`config.mk`:
```
export PLATFORM = sky130hd
export DESIGN_NAME = multicycle_ctrl_fsm_flat
export DESIGN_NICKNAME = d
export VERILOG_FILES = /design/src/rtl/multicycle_ctrl_fsm_pkg.sv /design/src/rtl/multicycle_ctrl_fsm_if.sv /design/src/rtl/multicycle_ctrl_fsm_instr_class_decode.sv /design/src/rtl/multicycle_ctrl_fsm.sv /design/src/flat_wrapper.sv
export SDC_FILE = /design/constraint.sdc
export NUM_CORES = 1
export LEC_CHECK = 0
export ABC_CLOCK_PERIOD_IN_PS = 2100
export BUFFER_PORTS_ARGS = -buffer_cell sky130_fd_sc_hd__buf_2
export CORE_MARGIN = 4
export CORE_UTILIZATION = 44
export CTS_BUF_LIST = sky130_fd_sc_hd__clkbuf_16
export DETAILED_ROUTE_END_ITERATION = 8
export MAX_ROUTING_LAYER = met4
export PLACE_DENSITY = 0.83
export SLEW_MARGIN = 20
export SYNTH_ARGS = -nofsm -noshare
export SYNTH_HDL_FRONTEND = slang
export SYNTH_SLANG_ARGS = --single-unit
```
`constraint.sdc`:
```
create_clock -name clk -period 2.1 [get_ports clk]
set_clock_uncertainty 0.05 [all_clocks]
set_input_delay 0.315 -clock clk [delete_from_list [all_inputs] [get_ports clk]]
set_output_delay 0.315 -clock clk [all_outputs]
set_load 0.02 [all_outputs]
```
`src/rtl/multicycle_ctrl_fsm_pkg.sv`:
```
// Shared encodings for the multi-cycle control FSM: opcodes, state codes and
// datapath mux select values (ordering matches the datapath mux inputs).
package multicycle_ctrl_fsm_pkg;

  localparam int OPW  = 6;
  localparam int SELW = 2;
  localparam int ALUW = 2;

  localparam logic [OPW-1:0] OP_RTYPE = 6'h00;
  localparam logic [OPW-1:0] OP_J     = 6'h02;
  localparam logic [OPW-1:0] OP_JAL   = 6'h03;
  localparam logic [OPW-1:0] OP_BEQ   = 6'h04;
  localparam logic [OPW-1:0] OP_ADDI  = 6'h08;
  localparam logic [OPW-1:0] OP_LW    = 6'h23;
  localparam logic [OPW-1:0] OP_SW    = 6'h2B;
  localparam logic [OPW-1:0] OP_HALT  = 6'h3F;
  localparam logic [OPW-1:0] FN_JR    = 6'h08;

  localparam logic [SELW-1:0] REGDST_RT = 2'd0;
  localparam logic [SELW-1:0] REGDST_RD = 2'd1;
  localparam logic [SELW-1:0] REGDST_RA = 2'd2;

  localparam logic [SELW-1:0] WB_ALU = 2'd0;
  localparam logic [SELW-1:0] WB_MEM = 2'd1;
  localparam logic [SELW-1:0] WB_PC4 = 2'd2;

  localparam logic [SELW-1:0] PCSEL_PC4 = 2'd0;
  localparam logic [SELW-1:0] PCSEL_BR  = 2'd1;
  localparam logic [SELW-1:0] PCSEL_JMP = 2'd2;
  localparam logic [SELW-1:0] PCSEL_RS  = 2'd3;

  localparam logic [ALUW-1:0] ALUOP_ADD   = 2'd0;
  localparam logic [ALUW-1:0] ALUOP_SUB   = 2'd1;
  localparam logic [ALUW-1:0] ALUOP_FUNCT = 2'd2;

  typedef enum logic [2:0] {
    S_IDLE, S_FETCH, S_DECODE, S_EXEC, S_MEM, S_WB, S_HALT
  } state_t;

  typedef struct packed {
    logic rtype;
    logic jr;
    logic addi;
    logic lw;
    logic sw;
    logic beq;
    logic j;
    logic jal;
    logic halt;
  } instr_class_t;

endpackage

```
`src/rtl/multicycle_ctrl_fsm_if.sv`:
```
// Control bundle between the FSM (slave side) and the IR/ALU/memory datapath (master side).
interface multicycle_ctrl_fsm_if;
  import multicycle_ctrl_fsm_pkg::*;

  logic            run;
  logic [OPW-1:0]  opcode;
  logic [OPW-1:0]  funct;
  logic            alu_zero;
  logic            mem_ready;
  logic            mem_re;
  logic            mem_we;
  logic            ir_we;
  logic            pc_we;
  logic [SELW-1:0] pc_sel;
  logic            reg_we;
  logic [SELW-1:0] reg_dst_sel;
  logic [SELW-1:0] wb_sel;
  logic            alu_src_sel;
  logic [ALUW-1:0] alu_op;
  logic            halted;
  logic            illegal;

  modport slave (
    input  run, opcode, funct, alu_zero, mem_ready,
    output mem_re, mem_we, ir_we, pc_we, pc_sel, reg_we, reg_dst_sel,
           wb_sel, alu_src_sel, alu_op, halted, illegal
  );

  modport master (
    output run, opcode, funct, alu_zero, mem_ready,
    input  mem_re, mem_we, ir_we, pc_we, pc_sel, reg_we, reg_dst_sel,
           wb_sel, alu_src_sel, alu_op, halted, illegal
  );
endinterface

```
`src/rtl/multicycle_ctrl_fsm_instr_class_decode.sv`:
```
// Combinational opcode/funct classifier: one-hot instruction class plus illegal flag.
module instr_class_decode
  import multicycle_ctrl_fsm_pkg::*;
(
  input  logic [OPW-1:0] opcode,
  input  logic [OPW-1:0] funct,
  output instr_class_t   cls,
  output logic           illegal
);

  always_comb begin
    cls     = '0;
    illegal = 1'b0;
    case (opcode)
      // Every funct under opcode 0 is accepted as an ALU op except jr.
      OP_RTYPE: begin
        if (funct == FN_JR) cls.jr = 1'b1;
        else                cls.rtype = 1'b1;
      end
      OP_ADDI: cls.addi = 1'b1;
      OP_LW:   cls.lw   = 1'b1;
      OP_SW:   cls.sw   = 1'b1;
      OP_BEQ:  cls.beq  = 1'b1;
      OP_J:    cls.j    = 1'b1;
      OP_JAL:  cls.jal  = 1'b1;
      OP_HALT: cls.halt = 1'b1;
      default: illegal  = 1'b1;
    endcase
  end

endmodule

```
`src/rtl/multicycle_ctrl_fsm.sv`:
```
// Multi-cycle FETCH/DECODE/EXEC/MEM/WB sequencer driving all datapath selects and strobes.
module multicycle_ctrl_fsm
  import multicycle_ctrl_fsm_pkg::*;
(
  input  logic                 clk,
  input  logic                 rst,
  multicycle_ctrl_fsm_if.slave bus
);

  state_t          state_reg, state_next;
  logic            illegal_reg, illegal_next;
  instr_class_t    cls;
  logic            cls_illegal;

  logic            mem_re, mem_we, ir_we, pc_we, reg_we, alu_src_sel, halted;
  logic [SELW-1:0] pc_sel, reg_dst_sel, wb_sel;
  logic [ALUW-1:0] alu_op;

  instr_class_decode u_decode (
    .opcode  (bus.opcode),
    .funct   (bus.funct),
    .cls     (cls),
    .illegal (cls_illegal)
  );

  always_ff @(posedge clk) begin
    if (rst) begin
      state_reg   <= S_IDLE;
      illegal_reg <= 1'b0;
    end else begin
      state_reg   <= state_next;
      illegal_reg <= illegal_next;
    end
  end

  always_comb begin
    state_next   = state_reg;
    illegal_next = illegal_reg;
    mem_re       = 1'b0;
    mem_we       = 1'b0;
    ir_we        = 1'b0;
    pc_we        = 1'b0;
    pc_sel       = PCSEL_PC4;
    reg_we       = 1'b0;
    reg_dst_sel  = REGDST_RT;
    wb_sel       = WB_ALU;
    alu_src_sel  = 1'b0;
    alu_op       = ALUOP_ADD;
    halted       = 1'b0;

    case (state_reg)
      S_IDLE: if (bus.run) state_next = S_FETCH;
      S_FETCH: begin
        mem_re = 1'b1;
        if (bus.mem_ready) begin
          ir_we      = 1'b1;
          pc_we      = 1'b1;
          pc_sel     = PCSEL_PC4;
          state_next = S_DECODE;
        end
      end
      S_DECODE: begin
        if (cls_illegal) begin
          illegal_next = 1'b1;
          state_next   = S_HALT;
        end else if (cls.halt) begin
          state_next = S_HALT;
        end else begin
          state_next = S_EXEC;
        end
      end
      S_EXEC: begin
        state_next = S_FETCH;
        if (cls.rtype) begin
          alu_op     = ALUOP_FUNCT;
          state_next = S_WB;
        end else if (cls.jr) begin
          pc_we  = 1'b1;
          pc_sel = PCSEL_RS;
        end else if (cls.addi) begin
          alu_src_sel = 1'b1;
          state_next  = S_WB;
        end else if (cls.lw || cls.sw) begin
          alu_src_sel = 1'b1;
          state_next  = S_MEM;
        end else if (cls.beq) begin
          alu_op = ALUOP_SUB;
          pc_sel = PCSEL_BR;
          pc_we  = bus.alu_zero;
        end else if (cls.j) begin
          pc_we  = 1'b1;
          pc_sel = PCSEL_JMP;
        end else if (cls.jal) begin
          // PC already holds PC+4 from FETCH, so the link write happens alongside the jump.
          pc_we       = 1'b1;
          pc_sel      = PCSEL_JMP;
          reg_we      = 1'b1;
          reg_dst_sel = REGDST_RA;
          wb_sel      = WB_PC4;
        end
      end
      S_MEM: begin
        alu_src_sel = 1'b1;
        mem_re      = cls.lw;
        mem_we      = cls.sw;
        if (bus.mem_ready) state_next = cls.lw ? S_WB : S_FETCH;
      end
      S_WB: begin
        reg_we     = 1'b1;
        state_next = S_FETCH;
        if (cls.lw) begin
          reg_dst_sel = REGDST_RT;
          wb_sel      = WB_MEM;
        end else if (cls.rtype) begin
          reg_dst_sel = REGDST_RD;
          wb_sel      = WB_ALU;
        end else begin
          reg_dst_sel = REGDST_RT;
          wb_sel      = WB_ALU;
        end
      end
      S_HALT: halted = 1'b1;
      default: state_next = S_IDLE;
    endcase

    // Nothing may strobe while reset is held, whatever state we were in.
    if (rst) begin
      mem_re      = 1'b0;
      mem_we      = 1'b0;
      ir_we       = 1'b0;
      pc_we       = 1'b0;
      pc_sel      = PCSEL_PC4;
      reg_we      = 1'b0;
      reg_dst_sel = REGDST_RT;
      wb_sel      = WB_ALU;
      alu_src_sel = 1'b0;
      alu_op      = ALUOP_ADD;
      halted      = 1'b0;
    end
  end

  assign bus.mem_re      = mem_re;
  assign bus.mem_we      = mem_we;
  assign bus.ir_we       = ir_we;
  assign bus.pc_we       = pc_we;
  assign bus.pc_sel      = pc_sel;
  assign bus.reg_we      = reg_we;
  assign bus.reg_dst_sel = reg_dst_sel;
  assign bus.wb_sel      = wb_sel;
  assign bus.alu_src_sel = alu_src_sel;
  assign bus.alu_op      = alu_op;
  assign bus.halted      = halted;
  assign bus.illegal     = illegal_reg & ~rst;

endmodule
```
`src/flat_wrapper.sv`:
```
// flat-port wrapper written by rule: the top's interface ports become plain ports
module multicycle_ctrl_fsm_flat import multicycle_ctrl_fsm_pkg::*;
  (clk, rst, bus_run, bus_opcode, bus_funct, bus_alu_zero, bus_mem_ready, bus_mem_re, bus_mem_we, bus_ir_we, bus_pc_we, bus_pc_sel, bus_reg_we, bus_reg_dst_sel, bus_wb_sel, bus_alu_src_sel, bus_alu_op, bus_halted, bus_illegal);
  multicycle_ctrl_fsm_if bus_i ();
  input  logic clk;
  input  logic rst;
  input wire logic [$bits(bus_i.run)-1:0] bus_run;
  input wire logic [$bits(bus_i.opcode)-1:0] bus_opcode;
  input wire logic [$bits(bus_i.funct)-1:0] bus_funct;
  input wire logic [$bits(bus_i.alu_zero)-1:0] bus_alu_zero;
  input wire logic [$bits(bus_i.mem_ready)-1:0] bus_mem_ready;
  output wire logic [$bits(bus_i.mem_re)-1:0] bus_mem_re;
  output wire logic [$bits(bus_i.mem_we)-1:0] bus_mem_we;
  output wire logic [$bits(bus_i.ir_we)-1:0] bus_ir_we;
  output wire logic [$bits(bus_i.pc_we)-1:0] bus_pc_we;
  output wire logic [$bits(bus_i.pc_sel)-1:0] bus_pc_sel;
  output wire logic [$bits(bus_i.reg_we)-1:0] bus_reg_we;
  output wire logic [$bits(bus_i.reg_dst_sel)-1:0] bus_reg_dst_sel;
  output wire logic [$bits(bus_i.wb_sel)-1:0] bus_wb_sel;
  output wire logic [$bits(bus_i.alu_src_sel)-1:0] bus_alu_src_sel;
  output wire logic [$bits(bus_i.alu_op)-1:0] bus_alu_op;
  output wire logic [$bits(bus_i.halted)-1:0] bus_halted;
  output wire logic [$bits(bus_i.illegal)-1:0] bus_illegal;
  assign bus_i.run = bus_run;
  assign bus_i.opcode = bus_opcode;
  assign bus_i.funct = bus_funct;
  assign bus_i.alu_zero = bus_alu_zero;
  assign bus_i.mem_ready = bus_mem_ready;
  assign bus_mem_re = bus_i.mem_re;
  assign bus_mem_we = bus_i.mem_we;
  assign bus_ir_we = bus_i.ir_we;
  assign bus_pc_we = bus_i.pc_we;
  assign bus_pc_sel = bus_i.pc_sel;
  assign bus_reg_we = bus_i.reg_we;
  assign bus_reg_dst_sel = bus_i.reg_dst_sel;
  assign bus_wb_sel = bus_i.wb_sel;
  assign bus_alu_src_sel = bus_i.alu_src_sel;
  assign bus_alu_op = bus_i.alu_op;
  assign bus_halted = bus_i.halted;
  assign bus_illegal = bus_i.illegal;
  multicycle_ctrl_fsm u_core (.clk(clk), .rst(rst), .bus(bus_i));
endmodule
```
==> results.toml, run 1 <==
[detailed_routing]
avgRoutedWirePerCell_um = 13.1
routed_wirelength_um = 1920
drt_pass1_iterations = 4
vias = 821
drc = 0
antenna_left = 0
drt_iter0_markers = 33
viasPerCell = 5.62

[cells_and_area]
largest_reg_flops = 3
post-route-util = 0.716
layout-drive-gt1-share = 0.435
fillers = 107
regArea_sq_um = 80.1
finalNonFillerCells = 146
area_growth_pct = 48.2
multiInputGateArea_sq_um = 529
final_area_sq_um = 955
num_antenna_cells = 0
final_nets = 150

[synth]
synth_top_area_cell = "dfxtp_1"
synth-seq-cells = 4
async_reset_ff_frac = 0
synth_cell_types = 40
synth.area.top_cells = "dfxtp_1, nand2b_1, a21oi_1"
synth_top_area_frac = 0.124
seq_area_frac_synth = 0.124
avgSynthCellArea_sq_um = 6.64
yosys-top-cells-count = "nor2_1, a21oi_1, nand2b_1, nor3_1"
synth_most_common_cell = "nor2_1"
synth-warning-count = 0
netlist_area_sq_um = 644
synth_ff_type = "dfxtp_1"
syn_inst = 97
synth_edf_count = 0
syn_nets = 114

[clock_tree]
clkTransAtPathRegs_ps = 30
cts_hold_buf = 0
cts_made_buffers = 3
cts_tree = "yes"
cts_setup_buffers = 0
clk_latency_ps = 220
htreeDepth = 1
clock-root-buffer = "clkbuf_16"
clk_path_buf_depth = 2
clock-sinks = 4

[global_routing]
grt_overflow_total = 0
grt_max_degree = 13
grt_pass1_vias = 711
grt_pass1_wl_um = 3030
grt_usage = 0.194
antenna_found_initial = 0

[worst_setup_path]
start_kind = "primary input"
end_kind = "output port"
slowest_stage = "or4b_4"
crit_family = "simple AND/OR/NAND/NOR gates"
criticalPathCategory = "primary input to output port"
cp_max_fo = 5
cp_common_cell = "buf_2"
arrival_ps = 1680
max_stage_delay_ps = 500
critPathBufInv = 2
path_cells = "buf_2 > or2_4 > nor3_4 > or4b_4 > and3_1 > buf_2"
crit_required_ps = 1740

[power]
power_density_nw_per_um2 = 542
power.leakage_uw = 0.000442
ir_drop_uv = 337

[place]
gp_congestion = 0.865
dpl_worst_slack_ps = -66.7
dp_hpwl_um = 1540
place_inst = 143
io_buffers = 32
placed_area_sq_um = 838

[run_status]
status = "completed"

[timing]
whs_ps = 399
fin_crit_sh = 0.973
tightest_slew_ps = 362
maxSlewViolCount = 0
slew_headroom = 0.758
setup_viol = 0
fin_ws_ps = 57.0
timing.fmax_ghz = 0.489
hold_viol = 0
finalCriticalPeriod_ps = 2040

[die]
dieArea_sq_um = 2140
die-height_um = 46.3
coreArea_sq_um = 1330
ios = 33
rows = 13
fp.dieW_um = 46.3
initial_core_util = 0.483

[flow_run]
maxCapViolCount = 0

[worst_hold_path]
hold_path.class = "flop to flop"
## path summary, 6_finish.rpt
| check | start | end | slack (ps) | cells past startpoint |
|---|---|---|---|---|
| hold / removal | u_core.illegal_reg | u_core.illegal_reg | 400 | 2 |
| hold reg to reg | u_core.illegal_reg | u_core.illegal_reg | 400 | 2 |
| setup / recovery | bus_opcode[4] | bus_pc_sel[0] | 60 | 6 |
| setup reg to reg | u_core.state_reg[1] | u_core.state_reg[2] | 660 | 4 |
## cell families (layout without fill, tap and decap cells)
group                  Yosys count  in the layout  synth area share
buffers and inverters           15             49             0.120
AO/OA/AOI/OAI                   22             22             0.219
AND/OR/NAND/NOR                 55             55             0.518
flip-flops                       4              4             0.124
multiplexers                     1              1            0.0175
## timing repair
action	in CTS	in global routing
resized for setup	3	5
setup endpoints to repair	1	4
pin swaps	3	3
## per-layer routing
metal  part of all wire  routed length (um)  vias up  track usage
met5                  0                   0        -            -
met4                  0                   0        0       0.0341
met3              0.069                 133        0       0.0117
met2               0.48                 923       36        0.310
met1               0.45                 858      368        0.268
li1                   -                   -      417            -
## area by class of cell
class | count | share of cell area
repair buffers | 41 | 0.244
inverters | 5 | 0.0197
clock buffers | 3 | 0.0786
multi-input cells | 78 | 0.554
well taps | 15 | 0.0197
flip-flops and latches | 4 | 0.0839
## worst reg2reg max path, cell delays in order, from the launching register on
cell,delay (ps)
dfxtp_1,520
nor2b_1,240
nand3_1,130
a211o_1,260
a31oi_1,160
## through the flow
step | power, uW | setup TNS, ps
floorplan | 175 | 0
global placement | 212 | -65.1
detailed placement | 215 | -66.7
CTS | 515 | 0
global route | 543 | -10.0
finish | 518 | 0
## power breakdown
| part | switching, uW | internal, uW |
|---|---|---|
| Combinational | 71.5 | 56.9 |
| Clock | 49.9 | 243 |
| Sequential | 13.6 | 82.7 |
## cells in the final DEF (no fill, tap or decap), drive strengths merged, types with 2 or more instances in the layout
master	synthesis	routed
or2	2	2
nand4	2	2
a31oi	2	2
a21oi	8	8
buf	3	41
nand2b	7	7
and3	4	4
a211oi	2	2
nor3	9	9
nor4	3	3
nand3	3	3
nor2	10	10
nand2	4	4
dfxtp	4	4
o21ai	3	3
inv	5	5
clkbuf	7	3
nor2b	4	4
or4b	2	2
(Power assumes the default switching activity.)
==> inputs of run 2 (changes only) <==
CORE_MARGIN = default   (was 4)
==> results.toml, run 2 (synthesis results as in run 1) <==
[cells_and_area]
final_cell_mix = "buf_2, nor2_1, buf_4, a21oi_1"
area_growth_pct = 47.4
post-route-util = 0.712
layout-drive-gt1-share = 0.431
num_antenna_cells = 0
layout_commonest_cell = "buf_2"
final_nets = 149
final_area_sq_um = 950
largest_reg_flops = 3

[clock_tree]
htreeDepth = 1
clk_latency_ps = 230
cts_made_buffers = 3
clock-root-buffer = "clkbuf_16"
clock-sinks = 4
clkTransAtPathRegs_ps = 30
cts_tree = "yes"
clk_path_buf_depth = 2

[timing]
fin_ws_ps = 53.2
maxSlewViolCount = 0
finalCriticalPeriod_ps = 2050
fin_crit_sh = 0.975
slew_headroom = 0.765
whs_ps = 391
tightest_slew_ps = 351
setup_viol = 0
timing.fmax_ghz = 0.489
hold_viol = 0
setup_tns_ps = 0
rsz0062_at_grt = "yes"

[worst_setup_path]
max_stage_delay_ps = 550
r2r-end = "u_core.state_reg[2]"
endpoint = "bus_pc_we"
crit_start = "bus_funct[2]"
rrSetupSlack_ps = 600
path_cells = "buf_6 > or4b_4 > o41ai_4 > a221oi_2 > nor4_2 > buf_4"
cp_max_fo = 2
reg2regPathDepth = 4
criticalPathCategory = "primary input to output port"
path_depth = 6
end_kind = "output port"
crit_family = "simple AND/OR/NAND/NOR gates"
slowest_stage = "or4b_4"
critPathBufInv = 2
start_kind = "primary input"
worstReg2RegStart = "u_core.state_reg[1]"
crit_required_ps = 1740
arrival_ps = 1680

[global_routing]
use_met3 = 0.0500
antenna_found_initial = 0
grt_usage = 0.278
grtUsageMet1 = 0.319
grt_overflow_total = 0
use_met2 = 0.435
grt_max_degree = 13
grt_pass1_vias = 714
grt_pass1_wl_um = 3000
grt-busiest-layer = "met2"

[worst_hold_path]
hold_path.class = "primary input to flop"

[place]
dpl_worst_slack_ps = -86.4
placed_area_sq_um = 831
gp_congestion = 0.904
io_buffers = 32
dp_hpwl_um = 1430

[power]
power_density_nw_per_um2 = 554
power.leakage_uw = 0.000440
ir_drop_uv = 281

[detailed_routing]
drc = 0
routed_wirelength_um = 2000
viasPerCell = 5.91
vias = 857
drt_pass1_iterations = 4
avgRoutedWirePerCell_um = 13.8
antenna_left = 0
drt_iter0_markers = 40

[die]
die-height_um = 40.3
coreArea_sq_um = 1330
rows = 13
initial_core_util = 0.483
dieArea_sq_um = 1620
fp.dieW_um = 40.3
ios = 33

[run_status]
status = "completed"

[flow_run]
maxCapViolCount = 0
==> run 2: cell count changes in the layout (fill, tap and decap cells not counted) <==
| cell | before | now |
|---|---|---|
| buf_4 | 11 | 10 |
| nor3_2 | 2 | 1 |
| nor3_1 | 6 | 7 |
| buf_2 | 30 | 29 |
| buf_6 | 0 | 1 |
| dfxtp_1 | 4 | 3 |
| dfxtp_2 | 0 | 1 |
==> run 2: metal layers <==
metal | share of wire | up-vias
met5 | 0 | -
met4 | 0.0060 | 0
met3 | 0.081 | 2
met2 | 0.50 | 45
met1 | 0.41 | 391
li1 | - | 419
==> run 2: how the worst min path moves through the flow <==
stage / cells after the start / slack [ps] / to / from
final: 3 / 390 / u_core.state_reg[1] / bus_mem_ready
after global routing: 3 / 400 / u_core.state_reg[1] / bus_mem_ready
after CTS: 3 / 380 / u_core.state_reg[1] / bus_mem_ready
after detailed placement: 2 / 410 / u_core.illegal_reg / u_core.illegal_reg
after global placement: 2 / 390 / u_core.illegal_reg / u_core.illegal_reg
after floorplan: 2 / 380 / u_core.illegal_reg / u_core.illegal_reg
==> run 2: report_power, final <==
group	switching [uW]	total (uW)	internal, uW	leakage [uW]
combinational	71.5	128	56.8	0.000370
sequential	14.2	97.5	83.3	0.0000330
clock	56.3	300	244	0.0000370
==> run 2: metrics by stage <==
stage               power [uW]  instances
global route               543        145
finish                     526        145
CTS                        521        145
detailed placement         214        142
global placement           210        142
floorplan                  175         97
==> run 2: what timing repair did <==
item | CTS | global route
pin swaps | 3 | 0
hold buffers | 0 | 0
buffers inserted | 0 | 0
resized for setup | 4 | 5
setup endpoints to repair | 1 | 8
==> run 2: layout make-up <==
type	instances	area, sq um
fillers	106	384
flip-flops and latches	4	81.3
clock buffers	3	75.1
well taps	15	18.8
inverters	5	18.8
multi-input cells	78	524
repair buffers	40	231
==> run 2: tightest hold or removal path, stage by stage <==
cell and delay, ps:
buf_2 120, nand3_1 110, a21oi_1 70
